## config.mk

```make
export PLATFORM = sky130hd
export DESIGN_NAME = rr_static_port
export DESIGN_NICKNAME = d
export VERILOG_FILES = /design/src/rtl/rr_pkg.sv /design/src/rtl/rr_sfifo.sv /design/src/rtl/rr_static_port.sv
export SDC_FILE = /design/constraint.sdc
export NUM_CORES = 1
export LEC_CHECK = 0
export ABC_AREA = 1
export BUFFER_PORTS_ARGS = -buffer_cell sky130_fd_sc_hd__buf_2
export CAP_MARGIN = 5
export CORE_UTILIZATION = 38
export CTS_BUF_LIST = sky130_fd_sc_hd__clkbuf_16
export CTS_CLUSTER_SIZE = 28
export DETAILED_ROUTE_END_ITERATION = 12
export PLACE_DENSITY = 0.61
export SYNTH_ARGS = -nofsm -noshare
export SYNTH_HDL_FRONTEND = slang
export SYNTH_SLANG_ARGS = --single-unit
```

## constraint.sdc

```tcl
create_clock -name clk -period 7.3 [get_ports clk]
set_input_delay 0.365 -clock clk [delete_from_list [all_inputs] [get_ports clk]]
set_output_delay 0.365 -clock clk [all_outputs]
set_load 0.01 [all_outputs]
```

## src/rtl/rr_pkg.sv

```systemverilog
// Shared definitions for the static-region side of the reconfigurable-region port.
package rr_pkg;

  localparam int DW_DEFAULT = 32;
  localparam int CERR_CNT_W = 16;

  // Reconfiguration sequence: normal traffic, request to RM, isolated, RM reset.
  typedef enum logic [1:0] {
    RUN = 2'd0,
    REQ = 2'd1,
    ISO = 2'd2,
    RST = 2'd3
  } rr_state_e;

endpackage

```

## src/rtl/rr_sfifo.sv

```systemverilog
// Synchronous first-word-fall-through FIFO holding RM results for the downstream sink.
// full/empty are registered; rd_data is the head entry whenever empty is low.
module rr_sfifo #(
  parameter int DW    = 32,
  parameter int DEPTH = 8
) (
  input  logic          clk,
  input  logic          rstn,
  input  logic          wr_en,
  input  logic [DW-1:0] wr_data,
  output logic          full,
  input  logic          rd_en,
  output logic [DW-1:0] rd_data,
  output logic          empty
);

  localparam int AW = $clog2(DEPTH);

  logic [DW-1:0] mem [DEPTH];
  logic [AW-1:0] wr_ptr;
  logic [AW-1:0] rd_ptr;
  logic [AW:0]   count;
  logic [AW:0]   count_next;
  logic          wr_ok;
  logic          rd_ok;

  // A write into a full FIFO is legal when the head is leaving in the same cycle.
  assign wr_ok      = wr_en & (~full | rd_en);
  assign rd_ok      = rd_en & ~empty;
  assign count_next = count + (AW+1)'(wr_ok) - (AW+1)'(rd_ok);
  assign rd_data    = mem[rd_ptr];

  // Storage array write port.
  // NOTE: the data array is deliberately not reset; pointers and flags define validity,
  // and leaving it unreset lets it map onto plain RAM/register cells without a reset net.
  always_ff @(posedge clk) begin
    if (wr_ok) begin
      mem[wr_ptr] <= wr_data;
    end
  end

  // Pointer, occupancy and flag registers.
  // NOTE: sequential state uses non-blocking assignments so every flop samples
  // pre-edge values regardless of statement order.
  always_ff @(posedge clk) begin
    if (!rstn) begin
      wr_ptr <= '0;
      rd_ptr <= '0;
      count  <= '0;
      full   <= 1'b0;
      empty  <= 1'b1;
    end else begin
      if (wr_ok) wr_ptr <= wr_ptr + AW'(1);
      if (rd_ok) rd_ptr <= rd_ptr + AW'(1);
      count <= count_next;
      full  <= (count_next == (AW+1)'(DEPTH));
      empty <= (count_next == '0);
    end
  end

endmodule

```

## src/rtl/rr_static_port.sv

```systemverilog
// Static-region endpoint of a reconfigurable region: feeds the RM consumer channel from
// upstream, buffers RM results for downstream, and sequences request/isolate/reset
// around partial-bitstream loading.
module rr_static_port
  import rr_pkg::*;
#(
  parameter int DW           = DW_DEFAULT,
  parameter int P_FIFO_DEPTH = 8,
  parameter int ACK_TIMEOUT  = 1024,
  parameter int RST_CYC      = 16
) (
  input  logic                  clk,
  input  logic                  rstn,
  input  logic                  s_valid,
  output logic                  s_ready,
  input  logic [DW-1:0]         s_data,
  output logic                  m_valid,
  input  logic                  m_ready,
  output logic [DW-1:0]         m_data,
  output logic                  rr_rstn,
  output logic                  rr_rc_reqn,
  input  logic                  rr_rc_ackn,
  output logic                  rr_c_prdy,
  input  logic                  rr_c_crdy,
  input  logic                  rr_c_cerr,
  output logic [DW-1:0]         rr_c_data,
  input  logic                  rr_p_prdy,
  output logic                  rr_p_crdy,
  output logic                  rr_p_cerr,
  input  logic [DW-1:0]         rr_p_data,
  input  logic                  reconf_req,
  output logic                  reconf_ready,
  input  logic                  reconf_done,
  output logic                  ack_timeout,
  output logic [CERR_CNT_W-1:0] cerr_cnt
);

  localparam int CNT_MAX = (ACK_TIMEOUT > RST_CYC) ? ACK_TIMEOUT : RST_CYC;
  localparam int CNT_W   = $clog2(CNT_MAX) + 1;

  rr_state_e          state;
  rr_state_e          state_next;
  logic [CNT_W-1:0]   cnt;
  logic               timeout_hit;
  logic               link_up;
  logic               c_full;
  logic               c_fire;
  logic               c_ok;
  logic               c_rej;
  logic               s_fire;
  logic               fifo_full;
  logic               fifo_empty;
  logic               rr_rstn_q;

  // The RM channels are live only before isolation; in ISO/RST its outputs are ignored.
  assign link_up      = (state == RUN) || (state == REQ);

  assign rr_c_prdy    = c_full & link_up;
  assign c_fire       = rr_c_prdy & rr_c_crdy;
  assign c_ok         = c_fire & ~rr_c_cerr;
  assign c_rej        = c_fire & rr_c_cerr;
  assign s_ready      = (state == RUN) & (~c_full | c_ok);
  assign s_fire       = s_valid & s_ready;

  assign rr_p_crdy    = ~fifo_full & link_up;
  assign rr_p_cerr    = 1'b0;
  assign m_valid      = ~fifo_empty;

  assign rr_rc_reqn   = (state != REQ);
  assign reconf_ready = (state == ISO);
  assign rr_rstn      = rr_rstn_q;

  assign timeout_hit  = (state == REQ) && rr_rc_ackn && (cnt == CNT_W'(ACK_TIMEOUT - 1));

  // Next-state decode for the reconfiguration sequence.
  // NOTE: state_next gets a default before the case so no path leaves it unassigned,
  // which would otherwise infer a latch.
  always_comb begin
    state_next = state;
    case (state)
      RUN: if (reconf_req) state_next = REQ;
      REQ: if (!rr_rc_ackn || timeout_hit) state_next = ISO;
      ISO: if (reconf_done) state_next = RST;
      RST: if (cnt == CNT_W'(RST_CYC - 1)) state_next = RUN;
      default: state_next = RUN;
    endcase
  end

  // State, shared dwell counter, sticky timeout flag and registered RM reset.
  always_ff @(posedge clk) begin
    if (!rstn) begin
      state       <= RUN;
      cnt         <= '0;
      ack_timeout <= 1'b0;
      rr_rstn_q   <= 1'b0;
    end else begin
      state <= state_next;
      if ((state_next != state) || (state == RUN) || (state == ISO)) begin
        cnt <= '0;
      end else begin
        cnt <= cnt + CNT_W'(1);
      end
      if ((state == RUN) && reconf_req) begin
        ack_timeout <= 1'b0;
      end else if (timeout_hit) begin
        ack_timeout <= 1'b1;
      end
      rr_rstn_q <= (state_next == RUN) || (state_next == REQ);
    end
  end

  // One-entry c-path holding register; a rejected or isolated beat stays put.
  always_ff @(posedge clk) begin
    if (!rstn) begin
      c_full    <= 1'b0;
      rr_c_data <= '0;
    end else if (s_fire) begin
      c_full    <= 1'b1;
      rr_c_data <= s_data;
    end else if (c_ok) begin
      c_full    <= 1'b0;
    end
  end

  // Saturating count of beats the RM rejected.
  always_ff @(posedge clk) begin
    if (!rstn) begin
      cerr_cnt <= '0;
    end else if (c_rej && (cerr_cnt != '1)) begin
      cerr_cnt <= cerr_cnt + CERR_CNT_W'(1);
    end
  end

  rr_sfifo #(
    .DW    (DW),
    .DEPTH (P_FIFO_DEPTH)
  ) u_p_fifo (
    .clk     (clk),
    .rstn    (rstn),
    .wr_en   (rr_p_prdy & rr_p_crdy),
    .wr_data (rr_p_data),
    .full    (fifo_full),
    .rd_en   (m_ready),
    .rd_data (m_data),
    .empty   (fifo_empty)
  );

endmodule
```

## Word-level counts from Yosys, hierarchy flattened

Memory sizes are Yosys's and may differ from the RTL's. A register that Yosys moved wholly into a read port is not among the register bits.
Cells that the tools add are included.

- Bitwise operators: 17
- Equal/unequal tests: 10
- Reductions and logical operators: 16
- $add $sub $neg: 6
- Mux-type cells: 11

Operators with widths:

| operator | count |
|---|---|
| 16-bit by 1-bit adder with 16-bit output, second input constant | 1 |
| 16-bit inequality test, second input constant | 1 |
| 11-bit by 1-bit adder with 11-bit output, second input constant | 1 |
| 11-bit by 10-bit equality test with 1-bit output, second input constant | 1 |
| 11-bit by 4-bit equality test with 1-bit output, second input constant | 1 |
| 1-bit AND | 10 |
| 2-bit 2-to-1 mux | 4 |
| 2-bit one-hot mux with 4 select lines | 1 |
| 3-bit by 1-bit adder with 3-bit output, second input constant | 2 |
| 3-bit 2-to-1 mux | 2 |
| 1-bit logical OR | 5 |
| 1-bit inverter | 5 |
| 4-bit by 1-bit adder with 4-bit output | 1 |
| 2-bit by 1-bit equality test with 1-bit output, second input constant | 2 |
| 2-bit equality test, second input constant | 2 |
| 4-bit equality test, second input constant | 1 |
| 1-bit logical AND | 4 |
| 2-bit zero test | 2 |
| 4-bit zero test | 1 |
| 1-bit 2-to-1 mux | 4 |
| 2-bit OR reduction | 2 |
| 4-bit by 1-bit subtractor with 4-bit output | 1 |
| 2-bit by 1-bit inequality test with 1-bit output, second input constant | 1 |
| 2-bit inequality test | 1 |
| 3 further kinds | 4 |

- Logic and storage cells: 73
- Input bits: 74
- Register bits after elaboration: 76
- Memory bits (writable): 256
- Memories kept: 1

Memories:

| name | depth | width | read ports | clocked after Yosys merged registers in | wr ports | line | text |
|---|---|---|---|---|---|---|---|
| u_p_fifo.mem | 8 | 32 | 1 | 1 | 1 | rr_sfifo.sv:19 | `logic [DW-1:0] mem [DEPTH];` |

## Longest topological paths before layout

Gate-level depths: netlist of the first run.

- Depth in word-level cells: 10
- Mapped depth: 11

## Modules after synthesis

Synthesis of the first run repeated with hierarchy kept, for this count alone.

- Cell total of the unflattened synthesis: 1340
- Area, all modules: 13792.0 um2

By module, submodules not included:

| module | sequential area each (um2) | area an instance (um2) | cells an instance | instances |
|---|---|---|---|---|
| rr_sfifo | 7987.7 | 10725.3 | 881 | 1 |
| rr_static_port | 1281.2 | 3066.7 | 459 | 1 |

## Least setup slack after synthesis of the first run

No wires, ideal clock.

- Path type: reg-to-reg
- Start: register state[1]
- End: memory u_p_fifo.mem[0][0] (enable)
- Arrival time: 2288 ps
- Data required time: 6879 ps
- Period minus slack after synthesis: 2709 ps
- Setup slack: 4591 ps
- Stages on the path, launching flop included: 6
- Setup time: 421 ps
- Path through: dfxtp_1 -> nor2_1 -> nand2_1 -> inv_1 -> nand2_1 -> nor2_1

- Cells in the longest elaborated chain, start to end: 7
- Elaborated cells between the ends (all ways): 8
- Classes of those cells: eq/ne (1); mux (2); bitwise (3); reduce/logical (2)

RTL lines:

| what | line | text |
|---|---|---|
| start, declared | rr_static_port.sv:41 | `rr_state_e state;` |
| start signal, assigned | rr_static_port.sv:97 | `state <= state_next;` |
| 2-bit by 1-bit equality test with 1-bit output / 2-bit zero test (equally long branches) | rr_static_port.sv:56 | `assign link_up = (state == RUN) \|\| (state == REQ);` |
| 1-bit logical OR * | rr_static_port.sv:56 |  |
| 1-bit AND * | rr_static_port.sv:65 | `assign rr_p_crdy = ~fifo_full & link_up;` |
| named net rr_p_crdy | rr_static_port.sv:28 | `output logic rr_p_crdy,` |
| 1-bit AND * | rr_static_port.sv:140 | `.wr_en (rr_p_prdy & rr_p_crdy),` |
| 1-bit AND * | rr_sfifo.sv:28 | `assign wr_ok = wr_en & (~full \| rd_en);` |
| named net u_p_fifo.wr_ok | rr_sfifo.sv:24 | `logic wr_ok;` |
| 1-bit 2-to-1 mux * | rr_sfifo.sv:37 | `if (wr_ok) begin` |
| 1-bit 2-to-1 mux (implied by the code) * | rr_sfifo.sv:38 | `mem[wr_ptr] <= wr_data;` |
| end, declared | rr_sfifo.sv:19 |  |

Mark *: on every way through the listed nets, which the timed path passes. The rest lies on a longest branch.

==> impl_metrics.ini, run 1 <==
[power_and_ir_drop]
p_seq_share_pct = 43.8
switchingPower_mw = 1.64
max-vdd-ir-drop_mv = 0.193
sw_share_pct = 30.7
pwr_density_cell_nw_per_um2 = 336
cellLeakagePower_nw = 5.99
p_clk_share_pct = 33.2
p_int_mw = 3.69
power.share.combinational_pct = 22.9

[global_routing]
grt_antenna_before_repair = 4
first_global_vias = 8937
gr-usage-all-layers_pct = 16.8
grt_pass1_wl_mm = 47.9
globalRouteOverflowTotal = 0
grt_max_degree = 99

[critical_path]
timing.critical_path.to_type = output pin
worst-setup-path-type = reg -> out
rr_startpoint = state[1]$_SDFF_PN0_
path_cells = buf_4 > inv_2 > buf_4 > o21ai_0 > o22ai_1 > nor2_1 > a31oi_1 > buf_2
r2r_end = u_p_fifo.mem[2][27]$_DFFE_PP_
critical_path.max_stage_delay_ps = 530
timing.critical_path.slowest_stage_cell = buf_4
critical_path_required_ps = 6930
timing.critical_path.arrival_ps = 3120
critical_path.top_delay_family = buffers and inverters
reg2reg_depth = 6
rrSetupSlack_ps = 4770
critPathBufInv = 4
crit_path_frequent_cell = buf_4
startpoint_type = register
critPathMaxFanout = 65

[routing]
drt_first_iter_violations = 457
route.vias.total = 9219
drt_first_pass_iters = 4
final_antenna_net_count = 0
postRouteWirelength_mm = 30.3
post-route-drc-count = 0
vias_per_cell = 4.86
average_detailed_routed_wire_length_per_instance_um = 16.0

[timing]
clock.fmax_ghz = 0.287
max_slew_margin_pct = 34.1
endpoints_failing_setup = 0
timing.final.crit_share_pct = 47.8
period_minus_slack_ps = 3490
skew_ps = 17.7
final.setup.tns_ps = 0
timing.final.max_slew_violations = 0
grt_setup_unrepaired = no
max_slew.worst_pin.slew_ps = 989
hold_viol_final = 0

[final_layout]
num-fill-cells = 3228
final_common_cell = nor2_1
layout_common_cells = nor2_1 (339), edfxtp_1 (256), buf_2 (161)
final-seq-area_um2 = 9270
layout.cells.non_filler = 1898
finish.net_count = 1498
multi_input_area_um2 = 3670
drive_gt1_share_pct = 17.1
synthToLayoutAreaGrowth_pct = 17.8

[place]
post-dp-hpwl_mm = 16.9
dp.cells = 1831
gp_congestion = 0.743
io_buffer_count = 161

[floorplan]
dieArea_um2 = 36200
ioPinCount = 163
die_width_um = 190
die_h_um = 190
core_area_um2 = 34700
rows = 68
start_util_pct = 38.8

[clocking]
path_clk_slew_ps = 50
postCtsSetupBuffers = 0
cts-root-buf = clkbuf_16
numCtsBuffers = 37
ctsHtreeMaxLevel = 2
cts.sink_count = 335
cts_hold_buffers = 0
clock_latency_ps = 530
postCtsResizedCells = 0
clock_tree.buffer_depth = 3
cts_tree = done

[synth]
ys.flop_type = edfxtp_1
synth_seq_area_share_pct = 68.8
ys_async_sr_fraction_pct = 0
synthesis.area_um2 = 13500
yosysWarningCount = 0
syn-num-nets = 1348
count_of_different_cell_masters_after_synthesis = 36
flip_flop_and_latch_count_after_synthesis = 335
postSynthCellCount = 1265
count_of_flip_flops_with_a_built_in_enable_after_synthesis = 256
avgSynthCellArea_um2 = 10.7

[hold_path]
timing.hold.worst_endpoint = rr_c_data[18]$_SDFFE_PN0P_
hold-path-cell-count = 3
timing.hold.worst.start = s_data[18]
min-delay-path-class = in -> reg

[run_status]
status = complete, no violations

[job]
max_cap_viol_count = 0
[logic make-up after synthesis]
family / share of synthesized area, %
AO/OA/AOI/OAI: 9.17
XOR/XNOR: 1.17
adder cells (fa/ha/maj): 0.891
buffers and inverters: 4.43
flip-flops: 68.8
other: 0.0278
AND/OR/NAND/NOR: 15.5
[final cells by class]
type,count,area share (%)
clock inverters,29,1.46
inverters,75,1.78
flip-flops and latches,335,58.4
repair buffers,176,5.78
diodes,1,0.0158
clock buffers,37,5.83
multi-input cells,790,23.1
well taps,455,3.59
[worst min-delay path: stages]
cell    delay (ps)
buf_2           70
nor2_1          30
nor2_1          80
[per-layer routing]
metal	wire [um]	track usage (%)
met1	14300	22.6
met3	1810	4.27
met4	578	4.52
met5	23	0
met2	13600	26.9
[power groups by stage]
stage / registers, mW / logic, mW / clock network, mW
2_1_floorplan: 2.38 / 0.804 / 0
3_3_place_gp: 2.37 / 1.22 / 0
3_5_place_dp: 2.38 / 1.24 / 0
4_1_cts: 2.34 / 1.25 / 1.81
5_1_grt: 2.36 / 1.39 / 1.89
6_report: 2.34 / 1.22 / 1.77
[metrics by stage]
stage / setup slack [ps] / util (%) / hold slack (ps) / instance area [um^2] / power, mW
3_3_place_gp: 4360 / 42.4 / 446 / 14700 / 3.60
5_1_grt: 3570 / 45.7 / 62.6 / 15900 / 5.64
2_1_floorplan: 4590 / - / 429 / 13500 / 3.18
6_report: 3810 / 45.7 / 72.7 / 15900 / 5.33
3_5_place_dp: 4360 / 42.4 / 452 / 14700 / 3.62
4_1_cts: 3800 / 45.7 / 50.7 / 15900 / 5.40
[synth_stat cells (2+ instances only)]
library cell  count  area, um^2
nand4_1           9        56.3
ha_1              8         100
a21oi_1          19        95.1
a31oi_1          32         200
o21ai_0         135         676
nand2_2           2        12.5
nand2_1         149         559
nor3_1            4        20.0
buf_1             3        11.3
edfxtp_1        256        7690
nor2_1          347        1300
o21ai_1           3        15.0
buf_6             4        45.0
clkbuf_1         35         131
buf_4             5        37.5
xnor2_1           5        43.8
o21bai_1          2        15.0
inv_2             2        7.51
nor2_2            2        12.5
inv_1            72         270
o22ai_1          32         200
nand3_1          18        90.1
dfxtp_1          79        1580
buf_2            18        90.1
xor2_1           13         114
[flip-flops by register name, summed over array words and instances (netlist names), 2 cells and up, named ones only]
signal           count
u_p_fifo.wr_ptr      3
u_p_fifo.mem       256
cerr_cnt            16
state                2
u_p_fifo.rd_ptr      3
u_p_fifo.count       4
rr_c_data           32
cnt                 11
[worst max path at each step]
stage / from / to / slack [ps] / cells after the start
floorplan: state[1]$_SDFF_PN0_ / u_p_fifo.mem[0][0]$_DFFE_PP_ / 4590 / 5
global placement: register / m_data[4] / 4360 / 7
detailed placement: register / m_data[4] / 4360 / 8
CTS: register / m_data[4] / 3800 / 8
global route: register / m_data[2] / 3570 / 8
finish: register / m_data[2] / 3810 / 8
Power figures use the tool's default switching activity.
==> inputs of run 2 (changes only) <==
Clock period 7.3 ns to 3.31 ns, I/O delays scaled along.
==> run 2 against run 1 <==
  * Core utilization up 2.1 points
  * Count of clock-buffer cells in the layout increased by 1
  * Critical path depth is 2 lower
  * Power grew 120%
  * Final cell count grew 3.7%
  * Non-clock buffer count grew 71
  * Largest cell class unchanged
  * Largest power group unchanged
  * Clock skew fell by 6.5 ps
  * Sequential power up 120%
  * Sequential cell count is the same
==> impl_metrics.ini, run 2 (synthesis gave the netlist of run 1 again) <==
[place]
io_buffer_count = 161
gp_congestion = 0.768
post-dp-hpwl_mm = 17.9
dpl-instance-area_um2 = 14800

[timing]
max_slew_margin_pct = 43.6
final.setup.tns_ps = 0
timing.final.max_slew_violations = 0
skew_ps = 11.2
holdWs_ps = 26.1
period_minus_slack_ps = 2620
hold_viol_final = 0
clock.fmax_ghz = 0.382
timing.final.crit_share_pct = 79.0
endpoints_failing_setup = 0
grt_setup_unrepaired = no
max_slew.worst_pin.slew_ps = 844

[floorplan]
die_width_um = 190
core_area_um2 = 34700
die_h_um = 190
ioPinCount = 163
start_util_pct = 38.8
dieArea_um2 = 36200
rows = 68

[critical_path]
critPathMaxFanout = 94
startpoint_type = register
r2r_end = u_p_fifo.mem[4][23]$_DFFE_PP_
reg2reg_depth = 6
timing.critical_path.to_type = output pin
rr_startpoint = state[1]$_SDFF_PN0_
worst-setup-path-type = reg -> out
critical_path_required_ps = 3140
timing.critical_path.arrival_ps = 2450
rrSetupSlack_ps = 910

[final_layout]
n_antenna_cell = 0
finish.net_count = 1569
finish.instance_area_um2 = 16600
synthToLayoutAreaGrowth_pct = 23.1
final_common_cell = nor2_1
largest_register_ffs = 256
fin_util_pct = 47.8
num-fill-cells = 3130
drive_gt1_share_pct = 16.7
largest_regs = u_p_fifo.mem (256), rr_c_data (32), cerr_cnt (16)
layout_common_cells = nor2_1 (339), edfxtp_1 (256), buf_2 (161)
most_flop_heavy_register = u_p_fifo.mem

[hold_path]
min-delay-path-class = in -> reg
timing.hold.worst.start = rr_p_prdy
timing.hold.worst_endpoint = u_p_fifo.wr_ptr[1]$_SDFFE_PN0P_
hold-path-cell-count = 3

[power_and_ir_drop]
sw_share_pct = 30.4
power.share.combinational_pct = 23.5
p_clk_share_pct = 33.0
switchingPower_mw = 3.61
p_seq_share_pct = 43.5
p_int_mw = 8.26
cellLeakagePower_nw = 6.31
max-vdd-ir-drop_mv = 0.522
pwr_density_cell_nw_per_um2 = 715

[routing]
route.vias.total = 9574
drt_first_iter_violations = 614
vias_per_cell = 4.86
average_detailed_routed_wire_length_per_instance_um = 15.8
post-route-drc-count = 0
final_antenna_net_count = 0
drt_first_pass_iters = 7
postRouteWirelength_mm = 31.1

[run_status]
status = complete, no violations

[job]
max_cap_viol_count = 0

[clocking]
clock_tree.buffer_depth = 3
cts.sink_count = 335
path_clk_slew_ps = 60
numCtsBuffers = 37
postCtsSetupBuffers = 0
clock_latency_ps = 520
cts-root-buf = clkbuf_16
ctsHtreeMaxLevel = 2
cts_tree = done

[global_routing]
grt_antenna_before_repair = 0
first_global_vias = 9474
grt_pass1_wl_mm = 49.9
grt_max_degree = 95
gr-usage-all-layers_pct = 17.3
globalRouteOverflowTotal = 0
==> run 2: changes by cell type in the layout (fill, tap and decap cells not counted) <==
cell,previous run,this run
dlygate4sd3_1,0,67
buf_4,15,18
clkinv_8,2,0
inv_1,77,80
clkbuf_16,37,38
clkinv_1,12,7
diode_2,1,0
buf_12,0,1
clkinv_2,5,9
==> run 2: final cells by class <==
type | instances | area [um^2] | share of cell area, %
clock buffer | 38 | 951 | 5.73
clock inverter | 29 | 211 | 1.27
inverter | 75 | 283 | 1.70
multi-input combinational | 790 | 3670 | 22.1
sequential | 335 | 9270 | 55.9
tap | 455 | 569 | 3.43
timing repair buffer | 247 | 1630 | 9.83
==> run 2: how the worst max path moves through the flow <==
stage                              from                            end  slack, ps  cells after the start
floorplan           state[1]$_SDFF_PN0_   u_p_fifo.mem[0][0]$_DFFE_PP_        600                      5
global placement    state[1]$_SDFF_PN0_  u_p_fifo.mem[6][26]$_DFFE_PP_        910                      6
detailed placement  state[1]$_SDFF_PN0_  u_p_fifo.mem[4][30]$_DFFE_PP_        870                      6
CTS                            register                      m_data[3]        630                      7
global route                   register                      m_data[3]        460                      7
finish                         register                     m_data[26]        690                      6
==> run 2: what timing repair did <==
action | in CTS | in global routing
hold buffers | 67 | 0
resized for setup | 0 | 0
endpoints found under the hold margin | 291 | 0
==> run 2: routing by layer <==
layer | vias up | wire [um] | track usage, %
met1 | 4523 | 14000 | 23.0
met5 | - | 0 | 0
met4 | 0 | 507 | 4.43
li1 | 4743 | - | -
met2 | 266 | 14500 | 28.7
met3 | 42 | 2000 | 3.81
==> run 2: worst max-delay path: stages (launching register included) <==
cell and delay, ps:
dfxtp_4 610, buf_12 410, o21ai_0 170, o22ai_1 290, nor2_1 70, a31oi_1 180, buf_2 160
==> run 2: through the flow <==
stage	cells	power (mW)	setup slack, ps
detailed placement	1835	8.00	872
CTS	1969	12.0	626
global route	1969	12.6	457
finish	1969	11.9	694
global placement	1835	7.95	906
floorplan	1265	7.01	601
==> run 2: power groups by stage <==
| stage | Sequential (mW) | Clock, mW | Combinational [mW] |
|---|---|---|---|
| after floorplan | 5.24 | 0 | 1.77 |
| after global placement | 5.23 | 0 | 2.72 |
| after detailed placement | 5.25 | 0 | 2.75 |
| after CTS | 5.16 | 4.02 | 2.82 |
| after global routing | 5.20 | 4.19 | 3.16 |
| final | 5.16 | 3.92 | 2.79 |
